==> src/rtl/rx_cpl_host_mem_if.sv <==
// TRN RX stream from the PCIe endpoint: master is the endpoint core, slave the consumer.
interface rx_cpl_host_mem_if;
  logic [63:0] trn_rd;
  logic [7:0]  trn_rrem_n;
  logic        trn_rsof_n;
  logic        trn_reof_n;
  logic        trn_rsrc_rdy_n;
  logic        trn_rsrc_dsc_n;
  logic        trn_rdst_rdy_n;

  modport master (
    output trn_rd, trn_rrem_n, trn_rsof_n, trn_reof_n, trn_rsrc_rdy_n, trn_rsrc_dsc_n,
    input  trn_rdst_rdy_n
  );

  modport slave (
    input  trn_rd, trn_rrem_n, trn_rsof_n, trn_reof_n, trn_rsrc_rdy_n, trn_rsrc_dsc_n,
    output trn_rdst_rdy_n
  );
endinterface

==> src/rtl/rx_cpl_host_mem.sv <==
// Matches CplD TLPs to outstanding reads by tag, realigns payload into qwords and fills per-tag buffer slots.
// Optional statistics counters are enabled by defining RX_CPL_STATS_EN.
module rx_cpl_host_mem #(
  parameter int unsigned SLOT_QW_LOG2 = 6
) (
  input  logic                      trn_clk,
  input  logic                      trn_reset_n,
  rx_cpl_host_mem_if.slave          rx,
  output logic [4+SLOT_QW_LOG2-1:0] buf_wr_addr,
  output logic [63:0]               buf_wr_data,
  output logic                      buf_wr_en,
  output logic                      chunk_done,
  output logic [3:0]                chunk_done_tag,
  output logic                      cpl_error
`ifdef RX_CPL_STATS_EN
  ,
  output logic [31:0]               stat_cpl_cnt,
  output logic [31:0]               stat_drop_cnt
`endif
);

  localparam int unsigned NUM_TAGS = 16;
  localparam int unsigned CNT_W    = SLOT_QW_LOG2;
  localparam logic [6:0]  FMT_CPLD = 7'b10_01010;

  typedef enum logic [1:0] {IDLE, HDR1, DATA, DROP} state_t;

  state_t             state;
  logic [9:0]         length_q;
  logic [2:0]         status_q;
  logic [11:0]        bc_q;
  logic [3:0]         tag_q;
  logic [31:0]        hold_q;
  logic [CNT_W-1:0]   cnt_q [NUM_TAGS];
  logic [CNT_W-1:0]   cnt_start_q;
  logic               done_pend_q;

  logic               beat_c;
  logic               sof_c;
  logic               eof_c;
  logic               dsc_c;
  logic [3:0]         hdr_tag_c;
  logic               hdr_bad_c;
  logic               last_cpl_c;

  // Beat qualifiers and header decode helpers
  always_comb begin
    beat_c     = ~rx.trn_rsrc_rdy_n;
    sof_c      = beat_c & ~rx.trn_rsof_n;
    eof_c      = beat_c & ~rx.trn_reof_n;
    dsc_c      = ~rx.trn_rsrc_dsc_n;
    hdr_tag_c  = rx.trn_rd[43:40];
    hdr_bad_c  = (status_q != 3'd0) | length_q[0] | (length_q == 10'd0);
    last_cpl_c = (bc_q == {length_q, 2'b00});
  end

  always_ff @(posedge trn_clk or negedge trn_reset_n) begin
    if (!trn_reset_n) begin
      state              <= IDLE;
      rx.trn_rdst_rdy_n  <= 1'b1;
      buf_wr_addr        <= '0;
      buf_wr_data        <= '0;
      buf_wr_en          <= 1'b0;
      chunk_done         <= 1'b0;
      chunk_done_tag     <= '0;
      cpl_error          <= 1'b0;
      length_q           <= '0;
      status_q           <= '0;
      bc_q               <= '0;
      tag_q              <= '0;
      hold_q             <= '0;
      cnt_start_q        <= '0;
      done_pend_q        <= 1'b0;
      for (int i = 0; i < NUM_TAGS; i++) cnt_q[i] <= '0;
`ifdef RX_CPL_STATS_EN
      stat_cpl_cnt       <= '0;
      stat_drop_cnt      <= '0;
`endif
    end else begin
      rx.trn_rdst_rdy_n <= 1'b0;
      buf_wr_en         <= 1'b0;
      cpl_error         <= 1'b0;
      done_pend_q       <= 1'b0;
      chunk_done        <= done_pend_q;
      // tag_q is stable until the next TLP's HDR1 beat, two beats away at the earliest
      if (done_pend_q) chunk_done_tag <= tag_q;

      if (dsc_c) begin
        // Abandon the TLP; undo any slot progress it made
        if (state == DATA) cnt_q[tag_q] <= cnt_start_q;
        if (state != IDLE || sof_c) cpl_error <= 1'b1;
`ifdef RX_CPL_STATS_EN
        if ((state != IDLE && state != DROP) || sof_c) stat_drop_cnt <= stat_drop_cnt + 32'd1;
`endif
        state <= IDLE;
      end else if (beat_c) begin
        case (state)
          IDLE: begin
            if (sof_c) begin
              length_q <= rx.trn_rd[41:32];
              status_q <= rx.trn_rd[15:13];
              bc_q     <= rx.trn_rd[11:0];
              if (!eof_c) state <= (rx.trn_rd[62:56] == FMT_CPLD) ? HDR1 : DROP;
`ifdef RX_CPL_STATS_EN
              if (rx.trn_rd[62:56] != FMT_CPLD) stat_drop_cnt <= stat_drop_cnt + 32'd1;
`endif
            end
          end
          HDR1: begin
            tag_q <= hdr_tag_c;
            if (hdr_bad_c || eof_c) begin
              cpl_error <= 1'b1;
              state     <= eof_c ? IDLE : DROP;
`ifdef RX_CPL_STATS_EN
              stat_drop_cnt <= stat_drop_cnt + 32'd1;
`endif
            end else begin
              hold_q      <= rx.trn_rd[31:0];
              cnt_start_q <= cnt_q[hdr_tag_c];
              state       <= DATA;
`ifdef RX_CPL_STATS_EN
              stat_cpl_cnt <= stat_cpl_cnt + 32'd1;
`endif
            end
          end
          DATA: begin
            buf_wr_en     <= 1'b1;
            buf_wr_addr   <= {tag_q, cnt_q[tag_q]};
            buf_wr_data   <= {hold_q, rx.trn_rd[63:32]};
            hold_q        <= rx.trn_rd[31:0];
            cnt_q[tag_q]  <= CNT_W'(cnt_q[tag_q] + CNT_W'(1));
            if (eof_c) begin
              state <= IDLE;
              if (rx.trn_rrem_n == 8'h00) begin
                // Payload ended on an even DW boundary: not a valid 3DW-header CplD
                cpl_error <= 1'b1;
`ifdef RX_CPL_STATS_EN
                stat_drop_cnt <= stat_drop_cnt + 32'd1;
`endif
              end else if (last_cpl_c) begin
                done_pend_q  <= 1'b1;
                cnt_q[tag_q] <= '0;
              end
            end
          end
          DROP: begin
            if (eof_c) state <= IDLE;
          end
          default: state <= IDLE;
        endcase
      end
    end
  end

endmodule
==> src/flat_wrapper.sv <==
// flat-port wrapper written by rule: the top's interface ports become plain ports
module rx_cpl_host_mem_flat 
#(
  parameter int unsigned SLOT_QW_LOG2 = 6
)
  (trn_clk, trn_reset_n, buf_wr_addr, buf_wr_data, buf_wr_en, chunk_done, chunk_done_tag, cpl_error, rx_trn_rd, rx_trn_rrem_n, rx_trn_rsof_n, rx_trn_reof_n, rx_trn_rsrc_rdy_n, rx_trn_rsrc_dsc_n, rx_trn_rdst_rdy_n);
  rx_cpl_host_mem_if rx_i ();
  input  logic trn_clk;
  input  logic trn_reset_n;
  output logic [4+SLOT_QW_LOG2-1:0] buf_wr_addr;
  output logic [63:0] buf_wr_data;
  output logic buf_wr_en;
  output logic chunk_done;
  output logic [3:0] chunk_done_tag;
  output logic cpl_error;
  input wire logic [$bits(rx_i.trn_rd)-1:0] rx_trn_rd;
  input wire logic [$bits(rx_i.trn_rrem_n)-1:0] rx_trn_rrem_n;
  input wire logic [$bits(rx_i.trn_rsof_n)-1:0] rx_trn_rsof_n;
  input wire logic [$bits(rx_i.trn_reof_n)-1:0] rx_trn_reof_n;
  input wire logic [$bits(rx_i.trn_rsrc_rdy_n)-1:0] rx_trn_rsrc_rdy_n;
  input wire logic [$bits(rx_i.trn_rsrc_dsc_n)-1:0] rx_trn_rsrc_dsc_n;
  output wire logic [$bits(rx_i.trn_rdst_rdy_n)-1:0] rx_trn_rdst_rdy_n;
  assign rx_i.trn_rd = rx_trn_rd;
  assign rx_i.trn_rrem_n = rx_trn_rrem_n;
  assign rx_i.trn_rsof_n = rx_trn_rsof_n;
  assign rx_i.trn_reof_n = rx_trn_reof_n;
  assign rx_i.trn_rsrc_rdy_n = rx_trn_rsrc_rdy_n;
  assign rx_i.trn_rsrc_dsc_n = rx_trn_rsrc_dsc_n;
  assign rx_trn_rdst_rdy_n = rx_i.trn_rdst_rdy_n;
  rx_cpl_host_mem #(.SLOT_QW_LOG2(SLOT_QW_LOG2)) u_core (.trn_clk(trn_clk), .trn_reset_n(trn_reset_n), .rx(rx_i), .buf_wr_addr(buf_wr_addr), .buf_wr_data(buf_wr_data), .buf_wr_en(buf_wr_en), .chunk_done(chunk_done), .chunk_done_tag(chunk_done_tag), .cpl_error(cpl_error));
endmodule
==> config.mk <==
export PLATFORM = sky130hd
export DESIGN_NAME = rx_cpl_host_mem_flat
export DESIGN_NICKNAME = d
export VERILOG_FILES = /design/src/rtl/rx_cpl_host_mem_if.sv /design/src/rtl/rx_cpl_host_mem.sv /design/src/flat_wrapper.sv
export SDC_FILE = /design/constraint.sdc
export NUM_CORES = 1
export LEC_CHECK = 0
export BUFFER_PORTS_ARGS = -buffer_cell sky130_fd_sc_hd__buf_4
export CORE_ASPECT_RATIO = 1.25
export CORE_MARGIN = 3
export CORE_UTILIZATION = 60
export CTS_BUF_LIST = sky130_fd_sc_hd__clkbuf_4
export DETAILED_ROUTE_END_ITERATION = 16
export GPL_TIMING_DRIVEN = 0
export PLACE_DENSITY = 0.94
export SKIP_CTS_REPAIR_TIMING = 1
export SYNTH_ARGS = -nofsm -noshare
export SYNTH_HDL_FRONTEND = slang
export SYNTH_SLANG_ARGS = --single-unit
==> constraint.sdc <==
create_clock -name trn_clk -period 7.5 [get_ports trn_clk]
set_clock_uncertainty 0.1 [all_clocks]
set_input_delay 1.125 -clock trn_clk [delete_from_list [all_inputs] [get_ports trn_clk]]
set_output_delay 1.125 -clock trn_clk [all_outputs]
set_load 0.01 [all_outputs]
# After elaboration in Yosys (flattened, before gate mapping)
# Cells that the tools add are included.
# word_totals
reg_bits,248
out_inout_bits,82
# op_classes
reduce_logical,17
n_eq_ne,10
add_sub_neg,1
n_bitwise,12
magnitude_cmp,3
n_mux,44
# op_table
operator,n
96-bit 2-to-1 mux,7
96-bit bitwise mux,2
96-bit bitwise AND,1
96-bit NOT,1
32-bit one-hot mux with 2 select lines,1
6-bit binary-select mux with 4-bit select,2
32-bit 2-to-1 mux,1
6-bit 2-to-1 mux,5
6-bit demux with 4-bit select,1
2-bit 2-to-1 mux,8
4-bit AND reduction,4
1-bit 2-to-1 mux,15
12-bit == test,1
5-bit greater-or-equal comparator (second input constant),2
10-bit zero test,1
4-bit NOT with 5-bit output,2
8-bit zero test,1
7-bit == test (second input constant),1
6-bit by 1-bit adder with 6-bit output (second input constant),1
3-bit by 2-bit != test with 1-bit output (second input constant),2
2-bit one-hot mux with 3 select lines,1
3-bit AND reduction,2
5-bit by 1-bit less-than comparator with 1-bit output (second input constant),1
2-bit == test (second input constant),2
other kinds (14),22

# Longest topological paths before layout
# depth
ltp_word,13
depth_mapped,12
ltp_nobuf,9

# Worst setup path before layout
# No wires, ideal clock.
# synth_path
path_kind,input -> register
startpoint,input rx_trn_rd[40]
endpoint,register u_core.cnt_start_q[0]
arrival_time_ns,3.278
cell_stages,5
slack_ns,3.997
setup_ns,0.125
path_buffers,2
cell_sequence,clkbuf_1 clkbuf_1 mux4_2 mux4_2 mux2_2
# synth_between
elab_chain_len,4
# synth_lines
element,line_no,text
"start, declared",flat_wrapper.sv:16,input wire logic [$bits(rx_i.trn_rd)-1:0] rx_trn_rd;
4-bit NOT with 5-bit output (implied by the code),rx_cpl_host_mem.sv:119,cnt_start_q <= cnt_q[hdr_tag_c];
6-bit binary-select mux with 4-bit select,rx_cpl_host_mem.sv:119,
6-bit 2-to-1 mux (implied by the code) (2 in series),rx_cpl_host_mem.sv:119,
"end signal, assigned",rx_cpl_host_mem.sv:119,
"end, declared",rx_cpl_host_mem.sv:35,logic [CNT_W-1:0] cnt_start_q;
# No other way between the ends. The select of a mux whose other input is x is not followed.
# A chain may end at the register's enable or synchronous reset.

# Worst setup path in the final report
# layout_path
startpoint,register u_core.tag_q[1]
endpoint,register u_core.cnt_q[56] (netlist name)
# layout_between
elab_chain_len,13
elab_cells_between_ends,21
cone_classes,1 x add/sub; 2 x order compare; 14 x mux; 3 x bitwise; 1 x reduce/logical
# layout_lines
element,line_no,text
"start, declared",rx_cpl_host_mem.sv:32,logic [3:0] tag_q;
"start signal, assigned",rx_cpl_host_mem.sv:110,tag_q <= hdr_tag_c;
4-bit NOT with 5-bit output (implied by the code) *,"rx_cpl_host_mem.sv:90, rx_cpl_host_mem.sv:131, rx_cpl_host_mem.sv:142",
6-bit binary-select mux with 4-bit select (tied with other cells),rx_cpl_host_mem.sv:131,cnt_q[tag_q] <= CNT_W'(cnt_q[tag_q] + CNT_W'(1));
6-bit 2-to-1 mux (implied by the code) / 1-bit logical AND (equally long branches),"rx_cpl_host_mem.sv:131, rx_cpl_host_mem.sv:90, rx_cpl_host_mem.sv:142",
"6-bit 2-to-1 mux, on equally long branches","rx_cpl_host_mem.sv:131, rx_cpl_host_mem.sv:90, rx_cpl_host_mem.sv:142",
6-bit by 1-bit adder with 6-bit output / 6-bit demux with 4-bit select (equally long branches),"rx_cpl_host_mem.sv:131, rx_cpl_host_mem.sv:90, rx_cpl_host_mem.sv:142",
96-bit bitwise mux / 96-bit NOT (equally long branches),-,
96-bit bitwise AND (no line),-,
96-bit 2-to-1 mux,rx_cpl_host_mem.sv:140,end else if (last_cpl_c) begin
96-bit 2-to-1 mux,rx_cpl_host_mem.sv:134,if (rx.trn_rrem_n == 8'h00) begin
96-bit 2-to-1 mux,rx_cpl_host_mem.sv:132,if (eof_c) begin
96-bit 2-to-1 mux,rx_cpl_host_mem.sv:97,case (state)
96-bit 2-to-1 mux,rx_cpl_host_mem.sv:96,end else if (beat_c) begin
96-bit 2-to-1 mux *,rx_cpl_host_mem.sv:88,if (dsc_c) begin
"end signal, assigned by index",rx_cpl_host_mem.sv:90,if (state == DATA) cnt_q[tag_q] <= cnt_start_q;
"end signal, assigned by index",rx_cpl_host_mem.sv:131,
"end, declared",rx_cpl_host_mem.sv:34,logic [CNT_W-1:0] cnt_q [NUM_TAGS];
# Mark *: on every way between the ends. The rest lies on a longest branch, timed or not. The select of a mux whose other input is x is not followed.

==> flow_results.xml <==
<?xml version="1.0" encoding="UTF-8"?>
<metrics>
  <group name="run_status">
    <metric name="status" unit="">finished, final reports clean</metric>
  </group>
  <group name="global_route">
    <metric name="gr-usage-all-layers" unit="%">35.90</metric>
    <metric name="grt_first_pass_wirelength" unit="mm">57.73</metric>
    <metric name="grt.overflow.total" unit="">0</metric>
    <metric name="grt_max_degree" unit="">100</metric>
    <metric name="number_of_antenna_violations_at_the_first_check_in_global_routing" unit="">0</metric>
    <metric name="first_global_vias" unit="">10669</metric>
  </group>
  <group name="layout">
    <metric name="final_cells" unit="">1520</metric>
    <metric name="register_area" unit="um^2">6207</metric>
    <metric name="area.growth.synth_to_final" unit="%">19.33</metric>
    <metric name="numnets_final" unit="">1329</metric>
    <metric name="diodes" unit="">0</metric>
    <metric name="final.fill_count" unit="">1100</metric>
    <metric name="final_layout_size_suffix_gt1_share" unit="%">32.84</metric>
    <metric name="utilization" unit="%">73.37</metric>
    <metric name="multi_input_comb_area" unit="um^2">5100</metric>
  </group>
  <group name="critical_path">
    <metric name="setup_crit_end_kind" unit="">register</metric>
    <metric name="crit_required" unit="ns">7.96</metric>
    <metric name="rr_endpoint" unit="">u_core.cnt_q[56]</metric>
    <metric name="worstReg2RegStart" unit="">u_core.tag_q[1]</metric>
    <metric name="criticalPathCategory" unit="">reg -&gt; reg</metric>
    <metric name="worstSetupStartpoint" unit="">u_core.tag_q[1]</metric>
    <metric name="worst-r2r-cell-count" unit="">11</metric>
    <metric name="critical_path.endpoint" unit="">u_core.cnt_q[56]</metric>
    <metric name="worstPathMaxFanout" unit="">10</metric>
    <metric name="critPathLaunchType" unit="">register</metric>
    <metric name="worst-r2r-setup-slack" unit="ns">3.97</metric>
    <metric name="timing.critical_path.arrival" unit="ns">3.99</metric>
  </group>
  <group name="clocking">
    <metric name="numClockSinks" unit="">248</metric>
    <metric name="clock_tree.htree_level_count" unit="">2</metric>
    <metric name="tritoncts" unit="">done</metric>
    <metric name="ctsLongestPathBuffers" unit="">3</metric>
    <metric name="cts_root_buf" unit="">sky130_fd_sc_hd__clkbuf_4</metric>
    <metric name="cts-buffers-inserted" unit="">58</metric>
    <metric name="path_clk_slew" unit="ns">0.08</metric>
    <metric name="insertion_delay" unit="ns">0.72</metric>
  </group>
  <group name="die">
    <metric name="num_rows" unit="">56</metric>
    <metric name="floorplan.die.height" unit="um">161.7</metric>
    <metric name="design.core.area" unit="um^2">18920</metric>
    <metric name="pin_count" unit="">160</metric>
    <metric name="die-area" unit="um^2">21100</metric>
    <metric name="floorplan.initialDensity" unit="%">61.48</metric>
    <metric name="die_w" unit="um">130.5</metric>
  </group>
  <group name="detailed_routing">
    <metric name="drcViolationCount" unit="">0</metric>
    <metric name="avgViaCountPerCell" unit="">6.571</metric>
    <metric name="drt_pass1_iterations" unit="">6</metric>
    <metric name="dr_total_vias" unit="">9988</metric>
    <metric name="detail_route.wl_per_cell" unit="um">24.77</metric>
    <metric name="route.final.wire_length" unit="mm">37.65</metric>
    <metric name="final_antenna_net_count" unit="">0</metric>
    <metric name="first_iter_violations" unit="">1232</metric>
  </group>
  <group name="run">
    <metric name="drv_cap" unit="">0</metric>
  </group>
  <group name="synthesis">
    <metric name="netlist-cell-type-count" unit="">54</metric>
    <metric name="syn_avg_cell_area" unit="um^2">11.34</metric>
    <metric name="syn-num-nets" unit="">1110</metric>
    <metric name="synth.cell_area" unit="um^2">11630</metric>
    <metric name="synth_enable_flop_cells" unit="">0</metric>
    <metric name="yosys_register_bits" unit="">248</metric>
    <metric name="postSynth.topFlopCell" unit="">sky130_fd_sc_hd__dfrtp_1</metric>
    <metric name="synth_top_area_share" unit="%">53.14</metric>
    <metric name="yosys-top-cells-area" unit="">sky130_fd_sc_hd__dfrtp_1, sky130_fd_sc_hd__mux4_2, sky130_fd_sc_hd__nand2_1, sky130_fd_sc_hd__mux2_2, sky130_fd_sc_hd__nor2_1</metric>
    <metric name="warnings_from_yosys" unit="">0</metric>
    <metric name="postSynth.asyncResetShare" unit="%">100.0</metric>
    <metric name="synth-seq-area-share" unit="%">53.37</metric>
    <metric name="post_synth_inst_count" unit="">1026</metric>
    <metric name="synth_most_common_cell" unit="">sky130_fd_sc_hd__nand2_1</metric>
    <metric name="synth_top_cells_by_count" unit="">sky130_fd_sc_hd__nand2_1, sky130_fd_sc_hd__dfrtp_1, sky130_fd_sc_hd__nor2_1</metric>
    <metric name="synth.largest_area_cell" unit="">sky130_fd_sc_hd__dfrtp_1</metric>
  </group>
  <group name="sta">
    <metric name="finalHoldViolations" unit="">0</metric>
    <metric name="grt_setup_unrepaired" unit="">no</metric>
    <metric name="drv_slew" unit="">0</metric>
    <metric name="relSlewSlack" unit="%">36.09</metric>
    <metric name="tightest_slew" unit="ns">0.9586</metric>
    <metric name="setup_viol_count_final" unit="">0</metric>
    <metric name="max_freq" unit="MHz">283.4</metric>
    <metric name="fin_hold_ws" unit="ns">0.2693</metric>
    <metric name="final.period_utilization" unit="%">47.05</metric>
    <metric name="timing.setup.tns" unit="ns">0</metric>
    <metric name="final.min_clock_period" unit="ns">3.529</metric>
  </group>
  <group name="power">
    <metric name="pwr_density_cell" unit="nW/um^2">403.5</metric>
    <metric name="static_leakage" unit="nW">6.377</metric>
    <metric name="power.ir.vdd_worst" unit="V">0.0001701</metric>
  </group>
  <group name="placed_design">
    <metric name="numPlacedInstances" unit="">1417</metric>
    <metric name="detailed_place_hpwl" unit="mm">25.37</metric>
    <metric name="number_of_buffer_cells_added_on_primary_ports" unit="">157</metric>
    <metric name="finalWeightedCongestion" unit="">0.9320</metric>
  </group>
  <group name="worst_hold_path">
    <metric name="timing.hold.worst.class" unit="">in -&gt; async</metric>
  </group>
</metrics>
==> stage by stage <==
| stage | total power [mW] | worst slack [ns] | cell area, um^2 |
|---|---|---|---|
| global route | 5.860 | 3.863 | 13880 |
| global placement | 4.231 | 3.316 | 13100 |
| detailed placement | 4.397 | 3.333 | 13160 |
| finish | 5.600 | 3.971 | 13880 |
| CTS | 5.538 | 4.033 | 13880 |
| floorplan | 3.511 | 3.997 | 11630 |
==> placed cells by master, fill, tap and decap left out, types with 9 or more instances in the layout <==
cell                       instances
sky130_fd_sc_hd__nor2_1           92
sky130_fd_sc_hd__clkbuf_4         85
sky130_fd_sc_hd__buf_4           158
sky130_fd_sc_hd__mux2_2           82
sky130_fd_sc_hd__a31oi_1          24
sky130_fd_sc_hd__o21ai_0          34
sky130_fd_sc_hd__o21ai_1          10
sky130_fd_sc_hd__a21oi_1          30
sky130_fd_sc_hd__xnor2_1          12
sky130_fd_sc_hd__buf_2             9
sky130_fd_sc_hd__clkinv_1         14
sky130_fd_sc_hd__clkbuf_1         42
sky130_fd_sc_hd__mux4_2           56
sky130_fd_sc_hd__a32o_1           15
sky130_fd_sc_hd__dfrtp_1         247
sky130_fd_sc_hd__nand2_1         259
sky130_fd_sc_hd__nor2b_1          10
==> how the worst min path moves through the flow <==
stage                                  end  cells past startpoint         startpoint
floorplan           u_core.buf_wr_data[32]                      2   u_core.hold_q[0]
global placement    u_core.buf_wr_data[58]                      2  u_core.hold_q[26]
detailed placement  u_core.buf_wr_data[42]                      2  u_core.hold_q[10]
CTS                       u_core.cnt_q[12]                      1        trn_reset_n
global route         u_core.buf_wr_data[4]                      1        trn_reset_n
finish                    u_core.hold_q[4]                      1        trn_reset_n
==> final cells by class <==
type                            count  share of cell area, %
Timing Repair Buffer              159                  8.943
Buffer                             61                  2.118
Tap cell                          232                  2.091
Clock inverter                     18                 0.5679
Inverter                            8                 0.2164
Multi-Input combinational cell    709                  36.74
Sequential cell                   248                  44.72
Clock buffer                       85                  4.597
==> cell families (layout without fill, tap and decap cells) <==
logic type / Yosys count / after routing / share of synthesized area [%]
AO/OA/AOI/OAI: 149 / 149 / 8.972
XOR/XNOR: 13 / 13 / 1.043
adder cells (fa/ha/maj): 6 / 6 / 0.6454
buffers and inverters: 69 / 331 / 2.786
flip-flops: 248 / 248 / 53.37
multiplexers: 139 / 139 / 18.91
other: 1 / 1 / 0.03224
AND/OR/NAND/NOR: 401 / 401 / 14.24
==> worst max-delay path, stage by stage (launching register included) <==
cell and delay [ns]:
sky130_fd_sc_hd__dfrtp_1 0.52, sky130_fd_sc_hd__buf_2 0.40, sky130_fd_sc_hd__mux4_2 0.35, sky130_fd_sc_hd__a22o_1 0.25, sky130_fd_sc_hd__nor2_1 0.41, sky130_fd_sc_hd__inv_1 0.10
sky130_fd_sc_hd__ha_1 0.20, sky130_fd_sc_hd__inv_1 0.17, sky130_fd_sc_hd__xnor2_1 0.20, sky130_fd_sc_hd__o22ai_2 0.21, sky130_fd_sc_hd__buf_4 0.23, sky130_fd_sc_hd__a32o_1 0.25
==> sequential cells by signal, indices dropped and copies added (netlist names) <==
signal                    count
u_core.buf_wr_data           64
u_core.cnt_start_q            6
u_core.status_q               3
u_core.hold_q                32
u_core.buf_wr_addr           10
u_core.cnt_q                 96
u_core.rx.trn_rdst_rdy_n      1
u_core.length_q              10
u_core.state                  2
u_core.done_pend_q            1
u_core.chunk_done             1
u_core.cpl_error              1
u_core.buf_wr_en              1
u_core.chunk_done_tag         4
u_core.tag_q                  4
u_core.bc_q                  12
==> report_power, final <==
part	total (mW)	internal, mW	switching, mW
Sequential	2.27	1.86	0.408
Clock	1.08	0.520	0.561
Combinational	2.25	1.03	1.23
==> metal layers <==
metal | GRT usage (%) | share of wire [%] | vias up
li1 | - | - | 4096
met1 | 39.38 | 32 | 4860
met2 | 59.43 | 49 | 791
met3 | 10.69 | 11 | 241
met4 | 24.09 | 8.0 | 0
met5 | 0 | 0 | -
No activity file was read; power rests on OpenSTA's default activity.
